==> src/rtl/xrv_dbus_bridge.sv <==
// Bridges the core's hold-until-ready data port onto a request/grant/response bus.
// One access in flight at a time, every access bounded by a timeout, failures logged.
module xrv_dbus_bridge #(
   parameter int          TIMEOUT   = 64,
   parameter logic [31:0] ERR_RDATA = 32'hDEAD_BEEF
) (
   input  logic        clk,
   input  logic        rst,
   input  logic [31:0] d_addr,
   input  logic        d_wr_req,
   output logic        d_wr_ready,
   input  logic        d_rd_req,
   output logic        d_rd_ready,
   input  logic [3:0]  d_be,
   input  logic [31:0] d_wr_data,
   output logic [31:0] d_rd_data,
   output logic        m_req,
   input  logic        m_gnt,
   output logic        m_we,
   output logic [31:0] m_addr,
   output logic [3:0]  m_be,
   output logic [31:0] m_wdata,
   input  logic        m_rvalid,
   input  logic [31:0] m_rdata,
   input  logic        m_err,
   output logic        err_pulse,
   output logic [31:0] err_addr,
   output logic [7:0]  err_cnt
);

   typedef enum logic [1:0] {IDLE, REQ, RESP, DONE} state_t;

   localparam logic [7:0] TLAST = 8'(TIMEOUT - 1);

   state_t      r_state, w_state;
   logic [7:0]  r_timer, w_timer;
   logic        r_orphan, w_orphan;
   logic        w_req, w_we;
   logic [31:0] w_addr, w_wdata, w_rdData, w_errAddr, w_respData;
   logic [3:0]  w_be;
   logic [7:0]  w_errCnt;
   logic        w_done, w_fail;

   always_ff @(posedge clk) begin
      if (rst) begin
         r_state    <= IDLE;
         r_timer    <= 8'd0;
         r_orphan   <= 1'b0;
         m_req      <= 1'b0;
         m_we       <= 1'b0;
         m_addr     <= 32'd0;
         m_be       <= 4'd0;
         m_wdata    <= 32'd0;
         d_rd_data  <= 32'd0;
         d_wr_ready <= 1'b0;
         d_rd_ready <= 1'b0;
         err_pulse  <= 1'b0;
         err_addr   <= 32'd0;
         err_cnt    <= 8'd0;
      end else begin
         r_state    <= w_state;
         r_timer    <= w_timer;
         r_orphan   <= w_orphan;
         m_req      <= w_req;
         m_we       <= w_we;
         m_addr     <= w_addr;
         m_be       <= w_be;
         m_wdata    <= w_wdata;
         d_rd_data  <= w_rdData;
         d_wr_ready <= w_done & m_we;
         d_rd_ready <= w_done & ~m_we;
         err_pulse  <= w_done & w_fail;
         err_addr   <= w_errAddr;
         err_cnt    <= w_errCnt;
      end
   end

   always_comb begin
      w_state    = r_state;
      w_timer    = r_timer;
      w_orphan   = r_orphan;
      w_req      = m_req;
      w_we       = m_we;
      w_addr     = m_addr;
      w_be       = m_be;
      w_wdata    = m_wdata;
      w_rdData   = d_rd_data;
      w_errAddr  = err_addr;
      w_errCnt   = err_cnt;
      w_done     = 1'b0;
      w_fail     = 1'b0;
      w_respData = ERR_RDATA;

      // A late response to a timed-out access is swallowed here, whatever the state.
      if (r_orphan && m_rvalid)
         w_orphan = 1'b0;

      case (r_state)
         IDLE: begin
            if (!r_orphan && (d_wr_req || d_rd_req)) begin
               w_addr  = d_addr;
               w_be    = d_be;
               w_wdata = d_wr_data;
               w_we    = d_wr_req;
               w_req   = 1'b1;
               w_timer = 8'd0;
               w_state = REQ;
            end else if (r_orphan && !m_rvalid) begin
               if (r_timer >= TLAST) begin
                  w_orphan = 1'b0;
                  w_timer  = 8'd0;
               end else begin
                  w_timer = r_timer + 8'd1;
               end
            end
         end
         REQ: begin
            w_timer = r_timer + 8'd1;
            if (m_gnt) begin
               w_req   = 1'b0;
               w_state = RESP;
            end else if (r_timer >= TLAST) begin
               w_req  = 1'b0;
               w_done = 1'b1;
               w_fail = 1'b1;
            end
         end
         RESP: begin
            w_timer = r_timer + 8'd1;
            if (m_rvalid) begin
               w_done = 1'b1;
               w_fail = m_err;
               if (!m_err)
                  w_respData = m_rdata;
            end else if (r_timer >= TLAST) begin
               w_done   = 1'b1;
               w_fail   = 1'b1;
               w_orphan = 1'b1;
            end
         end
         DONE: begin
            w_state = IDLE;
            w_timer = 8'd0;
         end
         default: w_state = IDLE;
      endcase

      // Completion: the ready pulse, read data and error log all land in the DONE cycle.
      if (w_done) begin
         w_state = DONE;
         if (!m_we)
            w_rdData = w_respData;
         if (w_fail) begin
            w_errAddr = m_addr;
            if (err_cnt != 8'hFF)
               w_errCnt = err_cnt + 8'd1;
         end
      end
   end

endmodule

==> config.mk <==
export PLATFORM = sky130hd
export DESIGN_NAME = xrv_dbus_bridge
export DESIGN_NICKNAME = d
export VERILOG_FILES = /design/src/rtl/xrv_dbus_bridge.sv
export SDC_FILE = /design/constraint.sdc
export NUM_CORES = 1
export LEC_CHECK = 0
export ABC_AREA = 1
export CAP_MARGIN = 10
export CORE_UTILIZATION = 30
export DETAILED_ROUTE_END_ITERATION = 8
export PLACE_DENSITY = 0.59
export RECOVER_POWER = 100
export SYNTH_ARGS = -nofsm -noshare
export SYNTH_HDL_FRONTEND = slang
export SYNTH_SLANG_ARGS = --single-unit
==> constraint.sdc <==
create_clock -name clk -period 1.7 [get_ports clk]
set_input_delay 0.34 -clock clk [delete_from_list [all_inputs] [get_ports clk]]
set_output_delay 0.34 -clock clk [all_outputs]
set_load 0.05 [all_outputs]
Yosys cells after proc, flatten, opt, wreduce, memory -nomap -nowiden
Index checks and enable logic that the tools add are counted.
- register bits after elaboration: 156
- latch bits: 0
- memory bits (writable): 0
- ROM bits: 0
- output and inout port bits: 145
- word-level logic and storage cells: 74
- memories: 0
- add/sub/neg operators: 2
- $mul: 0
- div/mod/pow operators: 0
- $lt $le $gt $ge: 1
- equality and inequality tests: 9
- shift operators: 0
- muxes and demuxes: 28
- bitwise gates (word level): 4
- reduce and logical (&&, ||, !) cells: 16
- operators by type and width (kind ; number):
    32-bit 2-to-1 mux ; 3
    8-bit 2-to-1 mux ; 3
    8-bit case mux with 3 select lines ; 1
    8-bit by 1-bit adder with 8-bit output (second input constant) ; 2
    1-bit 2-to-1 mux ; 13
    3-bit inequality test (second input constant) ; 4
    3-bit AND reduction ; 3
    8-bit by 6-bit greater-or-equal comparator with 1-bit output (second input constant) ; 1
    8-bit inequality test (second input constant) ; 1
    1-bit case mux with 2 select lines ; 4
    2-bit 2-to-1 mux ; 3
    2-bit case mux with 3 select lines ; 1
    2-bit AND reduction ; 3
    2-bit == test (second input constant) ; 2
    4-bit nonzero test ; 1
    1-bit bitwise AND ; 3
    1-bit logical AND ; 3
    2-bit by 1-bit == test with 1-bit output (second input constant) ; 1
    1-bit zero test ; 2
    2-bit zero test ; 1
    2-bit inequality test (second input constant) ; 1
    2-bit nonzero test ; 1
    2-bit OR reduction ; 1
    1-bit logical OR ; 1
    1-bit NOT ; 1

Logic depth before layout (Yosys ltp)
Gate-level depths: netlist of run 1.
- depth in word-level cells: 6
- gate-level depth with buffers: 12
- depth with buffers taken out: 11

Worst setup path after synthesis of run 1
No wires, ideal clock.
- path kind: reg2reg
- from: register err_cnt[1]
- to: register err_cnt[0]
- library setup time: 0.116 ns
- arrival: 1.910 ns
- required time: 1.584 ns
- slack: -0.326 ns
- stages on the path, launching flop included: 11
- path buffers: 0
- cells stage by stage: dfxtp_1 ha_1 nand2_1 inv_1 nand2_1 nor2_1 nand3_1 nand4_1 nand2_1 nand2_1 nor2_1
- cells in the longest elaborated chain, start to end: 2
- ends and longest elaborated chain (element ; RTL line ; RTL):
    start: declaration ; 28 ; output logic [7:0] err_cnt
    start signal: assignment ; 74 ; err_cnt <= w_errCnt;
    8-bit inequality test ; 155 ; if (err_cnt != 8'hFF)
    3-bit AND reduction (no source line) ; n/a ;
Every way passes these cells.
A chain may end at the register's enable or synchronous reset.

Final worst setup path of run 1
- from: register r_timer[1]
- to: register err_addr[6]
- cells in the longest elaborated chain, start to end: 5
- ends and longest elaborated chain (element ; RTL line ; RTL):
    start: declaration ; 36 ; logic [7:0] r_timer, w_timer;
    start signal: assignment ; 62 ; r_timer <= w_timer;
    8-bit by 6-bit greater-or-equal comparator with 1-bit output * ; 122, 135 ;
    1-bit 2-to-1 mux * ; 122, 135 ;
    1-bit 2-to-1 mux (on tied branches) ; 130, 119 ;
    1-bit case mux with 2 select lines ; 98 ; case (r_state)
    2-bit AND reduction (no source line) * ; n/a ;
    end signal: assignment ; 73 ; err_addr <= w_errAddr;
    end: declaration ; 27 ; output logic [31:0] err_addr,
Mark *: on every way between the ends. The rest lies on a longest branch, timed or not.

==> results.ini, run 1 <==
[synthesis]
ys_types = 28
synth-seq-cells = 156
synth_edf_count = 0
synth.avg_cell_area_um2 = 7.474
synth_seq_area_share_pct = 52.03
synthFlopType = dfxtp_1
syn-cell-area_mm2 = 0.006002
synth_cells = 803
syn-num-nets = 916
ys_warn_count = 0
async_flop_share_pct = 0

[timing]
tightest_slew_ps = 583.9
setup_ws_ps = -94.21
finalHoldViolations = 0
min_period_ps = 1794
rsz0062_at_grt = true
fmax_ghz = 0.5574
relSlewSlack_pct = 61.24
setup_viol = 71
slew_viol_final = 0
clock_skew_ps = 13.84
hold_ws_ps = 400.5
finalCritPeriodShare_pct = 105.5
fin_setup_tns_ps = -3082

[clock_network]
cts_sinks = 156
cts-root-buf = clkbuf_16
cts_tree = done
clk_path_buf_depth = 2
htree_levels = 4
clkTransAtPathRegs_ps = 60
cts_hold_buf = 0
numCtsBuffers = 17
clkLatencyLatePin_ps = 420

[cells_and_area]
diodes = 0
final_cells = 1373
n_fill_cell = 1992
synthToLayoutAreaGrowth_pct = 62.14
final-seq-area_mm2 = 0.003138
layout.nets = 1208
layout_common_cells = nand2_1, dfxtp_1, clkbuf_2, a21oi_1, clkdlybuf4s50_1
final_common_cell = nand2_1
stdcell_area_mm2 = 0.009732
multi_input_comb_area_mm2 = 0.002709
final_core_util_pct = 49.84
drive_above_1_share_pct = 27.62

[grt]
use_met3_pct = 6.165
grt_use_total_pct = 19.03
grt_use_met1_pct = 23.30
grt_pass1_wl_mm = 30.35
grt_start_max_net_pins = 114
grt_use_met2_pct = 31.68
overflow = 0
antenna_found_initial = 0
grt_pass1_vias = 5796
top_usage_layer = met2

[setup_path]
critical_path.max_fanout = 6
critPathKind = reg2reg
crit_end = err_addr[6]$_SDFFE_PP0P_
cp.required_ps = 2040
startpoint = r_timer[1]$_SDFFE_PP0P_
worst_setup_path_start_kind = register
reg2reg_slack_ps = -90
r2r_end = err_addr[6]$_SDFFE_PP0P_
crit_path_end_kind = register
reg2regPathDepth = 13
arrival_ps = 2140
timing.rr.start = r_timer[1]$_SDFFE_PP0P_

[drt]
antenna_left = 0
vias_per_cell = 4.511
drt_drc_violations_left = 0
first_pass_iters = 4
drt_iter0_markers = 305
wl_per_cell_um = 14.87
vias = 6194
wirelength_mm = 20.41

[floorplanning]
die_h_um = 143.4
start_util_pct = 30.74
row_count = 51
pin_count = 252
core_mm2 = 0.01953
dieArea_mm2 = 0.02058
fp.dieW_um = 143.4

[placement]
place.gp.congestion = 0.7833
numPlacedInstances = 1319
pre_cts_slack_ps = -276.9
place_hpwl_mm = 13.00
placed_area_mm2 = 0.008875
numPortBuffers = 251

[power]
p_total_mw = 14.44
leakagePower_nw = 4.159
power.density_mw_per_mm2 = 1484
peakVddDrop_uv = 659.9

[status]
outcome = finished, violations left
violations = negative setup slack

[run]
maxCapViolations = 0

[min_path]
hp-class = in2reg

==> sequential cells by signal (all words and copies together) (netlist names), 2 cells and up <==
register / flops
err_addr: 32
err_cnt: 8
r_timer: 8
m_be: 4
m_addr: 32
r_state: 2
m_wdata: 32
d_rd_data: 32
==> worst max-delay path, stage by stage, from the launching register on <==
cell and delay (ps):
dfxtp_2 350, ha_4 150, nand3_4 90, o21ai_4 200, nand2_2 80, nand2_2 80
inv_2 40, nor2_4 80, buf_6 120, buf_8 120, buf_12 100, buf_16 120
nand3_4 60, a21oi_2 120
==> per-layer routing <==
metal / vias to the layer above / share of wire [%] / wire [um]
met5: - / 0 / 0
met4: 0 / 0.76 / 155
met2: 188 / 48 / 9816
li1: 3175 / - / -
met3: 13 / 7.9 / 1612
met1: 2818 / 43 / 8830
==> cell families (layout without fill, tap and decap cells) <==
kind of cell | after synthesis | in the layout | synth area share (%)
flops | 156 | 156 | 52.03
fa+ha+maj | 6 | 6 | 1.251
buf+inv | 98 | 403 | 6.608
simple gates | 374 | 374 | 25.22
compound gates | 162 | 162 | 13.86
xor+xnor | 7 | 7 | 1.021
==> synth_stat cells (2+ instances only) <==
master / instances / area share (%)
a211oi_1: 2 / 0.25
a21oi_1: 115 / 9.6
buf_2: 14 / 1.2
clkbuf_1: 35 / 2.2
dfxtp_1: 156 / 52
ha_1: 6 / 1.3
inv_1: 45 / 2.8
nand2_1: 239 / 15
nand3_1: 46 / 3.8
nand4_1: 9 / 0.94
nor2_1: 69 / 4.3
nor2_4: 2 / 0.38
nor3_1: 6 / 0.50
o21ai_0: 33 / 2.8
o21ai_1: 6 / 0.50
or2_2: 2 / 0.21
xor2_1: 7 / 1.0
==> worst min-delay path by stage <==
| stage | from | to | slack (ps) | cells past startpoint |
|---|---|---|---|---|
| final | rst | err_cnt[0]$_SDFFE_PP0P_ | 400 | 4 |
| after global routing | rst | err_cnt[0]$_SDFFE_PP0P_ | 440 | 4 |
| after CTS | rst | err_cnt[0]$_SDFFE_PP0P_ | 410 | 4 |
| after detailed placement | err_addr[12]$_SDFFE_PP0P_ | err_addr[12]$_SDFFE_PP0P_ | 450 | 2 |
| after global placement | err_addr[27]$_SDFFE_PP0P_ | err_addr[27]$_SDFFE_PP0P_ | 450 | 2 |
| after floorplan | r_orphan$_SDFF_PP0_ | r_orphan$_SDFF_PP0_ | 470 | 2 |
==> cell type report <==
class / instances / share of cell area [%]
Inverter: 47 / 1.839
Clock buffer: 20 / 4.693
Multi-Input combinational cell: 549 / 27.83
Clock inverter: 12 / 1.659
Sequential cell: 156 / 32.24
Tap cell: 265 / 3.407
Timing Repair Buffer: 324 / 28.32
==> power by group <==
| part | total [mW] | internal [mW] | switching, mW |
|---|---|---|---|
| combinational | 5.94 | 2.12 | 3.82 |
| sequential | 4.52 | 4.17 | 0.347 |
| clock | 3.98 | 2.41 | 1.58 |
==> what timing repair did <==
| item | CTS | global route |
|---|---|---|
| pin swaps | 11 | 16 |
| buffers inserted | 7 | 7 |
| endpoints found under the setup margin | 73 | 130 |
| gates resized for setup | 29 | 37 |
| gates cloned | 6 | 5 |
(Power assumes the default switching activity.)
==> run 2, diff against run 1 <==
--- a/config.mk
+++ b/config.mk
@@ -6,11 +6,12 @@
 export NUM_CORES = 1
 export LEC_CHECK = 0
 export ABC_AREA = 1
-export CAP_MARGIN = 10
+export CAP_MARGIN = 30
 export CORE_UTILIZATION = 30
 export DETAILED_ROUTE_END_ITERATION = 8
 export PLACE_DENSITY = 0.59
 export RECOVER_POWER = 100
+export SETUP_SLACK_MARGIN = 0.1
 export SYNTH_ARGS = -nofsm -noshare
 export SYNTH_HDL_FRONTEND = slang
 export SYNTH_SLANG_ARGS = --single-unit
==> run 2 against run 1 <==
Effect of this change:
- the run still ends with negative setup slack left
- total power is 5.0% lower
- combinational power decreased by 7.7%
- worst hold slack improved by 57 ps
- global-route usage fell by 1.0 points
- clock skew shrank 1.8 ps
- die area did not move
- cell count decreased by 1.2%
- critical path depth shrank 1
- highest routed layer unchanged
==> results.ini, run 2 (synthesis results as in run 1) <==
[status]
outcome = finished, violations left
violations = negative setup slack

[timing]
relSlewSlack_pct = 65.07
rsz0062_at_grt = true
setup_ws_ps = -10.89
min_period_ps = 1711
slew_viol_final = 0
finalCritPeriodShare_pct = 100.6
fmax_ghz = 0.5845
clock_skew_ps = 12.04
fin_setup_tns_ps = -38.60
finalHoldViolations = 0
tightest_slew_ps = 523.9
setup_viol = 8
hold_ws_ps = 457.5

[cells_and_area]
multi_input_comb_area_mm2 = 0.002673
n_fill_cell = 2078
final_cells = 1356
final-seq-area_mm2 = 0.003138
synthToLayoutAreaGrowth_pct = 54.76
diodes = 0
final_common_cell = nand2_1
stdcell_area_mm2 = 0.009289
drive_above_1_share_pct = 26.31
layout.nets = 1191
layout_common_cells = nand2_1, dfxtp_1, clkbuf_2, a21oi_1, clkdlybuf4s50_1

[clock_network]
numCtsBuffers = 17
clkTransAtPathRegs_ps = 60
clkLatencyLatePin_ps = 420
clk_path_buf_depth = 2
cts_tree = done
cts_sinks = 156
cts-root-buf = clkbuf_16
cts_hold_buf = 0
htree_levels = 4

[drt]
drt_iter0_markers = 289
vias_per_cell = 4.465
first_pass_iters = 6
antenna_left = 0
wirelength_mm = 18.89
drt_drc_violations_left = 0
wl_per_cell_um = 13.93
vias = 6055

[setup_path]
crit_path_frequent_cell = nand2_2
critPathKind = reg2reg
cp.required_ps = 1980
arrival_ps = 1990
crit_path_end_kind = register
reg2reg_slack_ps = -10
critical_path.max_fanout = 18
crit_chain = ha_4 -> nand3_4 -> o21ai_4 -> nand2_2 -> nand2_2 -> inv_2 -> nor2_4 -> buf_6 -> nand2_4 -> buf_12 -> nand2_1 -> a21oi_1
timing.rr.start = r_timer[1]$_SDFFE_PP0P_
worst_setup_path_start_kind = register
slowest_stage = dfxtp_2
r2r_end = err_addr[24]$_SDFFE_PP0P_
reg2regPathDepth = 12
crit_end = err_addr[24]$_SDFFE_PP0P_
startpoint = r_timer[1]$_SDFFE_PP0P_
max_stage_delay_ps = 350

[placement]
pre_cts_slack_ps = -282.8
numPortBuffers = 251
place_hpwl_mm = 13.06
placed_area_mm2 = 0.008880
numPlacedInstances = 1316
place.gp.congestion = 0.7523

[power]
leakagePower_nw = 3.962
peakVddDrop_uv = 771.3
power.density_mw_per_mm2 = 1476

[grt]
grt_use_total_pct = 18.01
grt_start_max_net_pins = 114
antenna_found_initial = 0
overflow = 0
grt_pass1_wl_mm = 29.02
grt_pass1_vias = 5625

[floorplanning]
dieArea_mm2 = 0.02058
core_mm2 = 0.01953
fp.dieW_um = 143.4
row_count = 51
start_util_pct = 30.74
pin_count = 252
die_h_um = 143.4

[min_path]
hp-class = reg2reg
hp-start = err_addr[8]$_SDFFE_PP0P_

[run]
maxCapViolations = 0

## run 2: power by group
| part | total [mW] | leakage [nW] | switching [mW] | internal (mW) |
|---|---|---|---|---|
| registers | 4.49 | 1.27 | 0.321 | 4.17 |
| clock network | 3.74 | 0.271 | 1.68 | 2.07 |
| logic | 5.48 | 2.42 | 3.71 | 1.77 |
## run 2: area by class of cell
| type | instances | area share [%] |
|---|---|---|
| well taps | 265 | 3.570 |
| inverters | 47 | 1.953 |
| multi-input cells | 550 | 28.77 |
| flip-flops and latches | 156 | 33.78 |
| repair buffers | 306 | 25.65 |
| clock inverters | 15 | 1.697 |
| clock buffers | 17 | 4.580 |
## run 2: metrics by stage
| step | util, % | total power [mW] |
|---|---|---|
| floorplan | - | 8.013 |
| global placement | 45.48 | 10.05 |
| detailed placement | 45.48 | 10.08 |
| CTS | 48.95 | 13.98 |
| global route | 47.57 | 14.50 |
| finish | 47.57 | 13.71 |
## run 2: how the worst min path moves through the flow
stage / end / slack, ps / cells after the start
6_report: err_addr[8]$_SDFFE_PP0P_ / 460 / 2
3_3_place_gp: err_addr[0]$_SDFFE_PP0P_ / 450 / 2
2_1_floorplan: r_orphan$_SDFF_PP0_ / 470 / 2
5_1_grt: m_wdata[9]$_SDFFE_PP0P_ / 460 / 3
4_1_cts: err_cnt[0]$_SDFFE_PP0P_ / 440 / 4
3_5_place_dp: err_addr[13]$_SDFFE_PP0P_ / 450 / 2
## run 2: critical path, delay by kind of cell (launching register included)
kind	cells	cell delay (ps)
AOI/OAI and AO/OA	2	250
adders and majority gates	1	150
buffers and inverters	3	340
DFF	1	350
and+or+nand+nor	6	470
## run 2: timing repair
action / 4_1_cts / 5_1_grt
resized for setup: 23 / 31
pin swaps: 4 / 7
gates cloned: 0 / 2
setup endpoints to repair: 97 / 93
buffers inserted: 3 / 3
## run 2: metal layers
metal	wire, um	share of wire [%]	global-route usage [%]
met5	0	0	0
met2	8653	46	29.25
met3	1498	7.9	5.998
met1	8512	45	22.47
met4	226	1.2	5.543
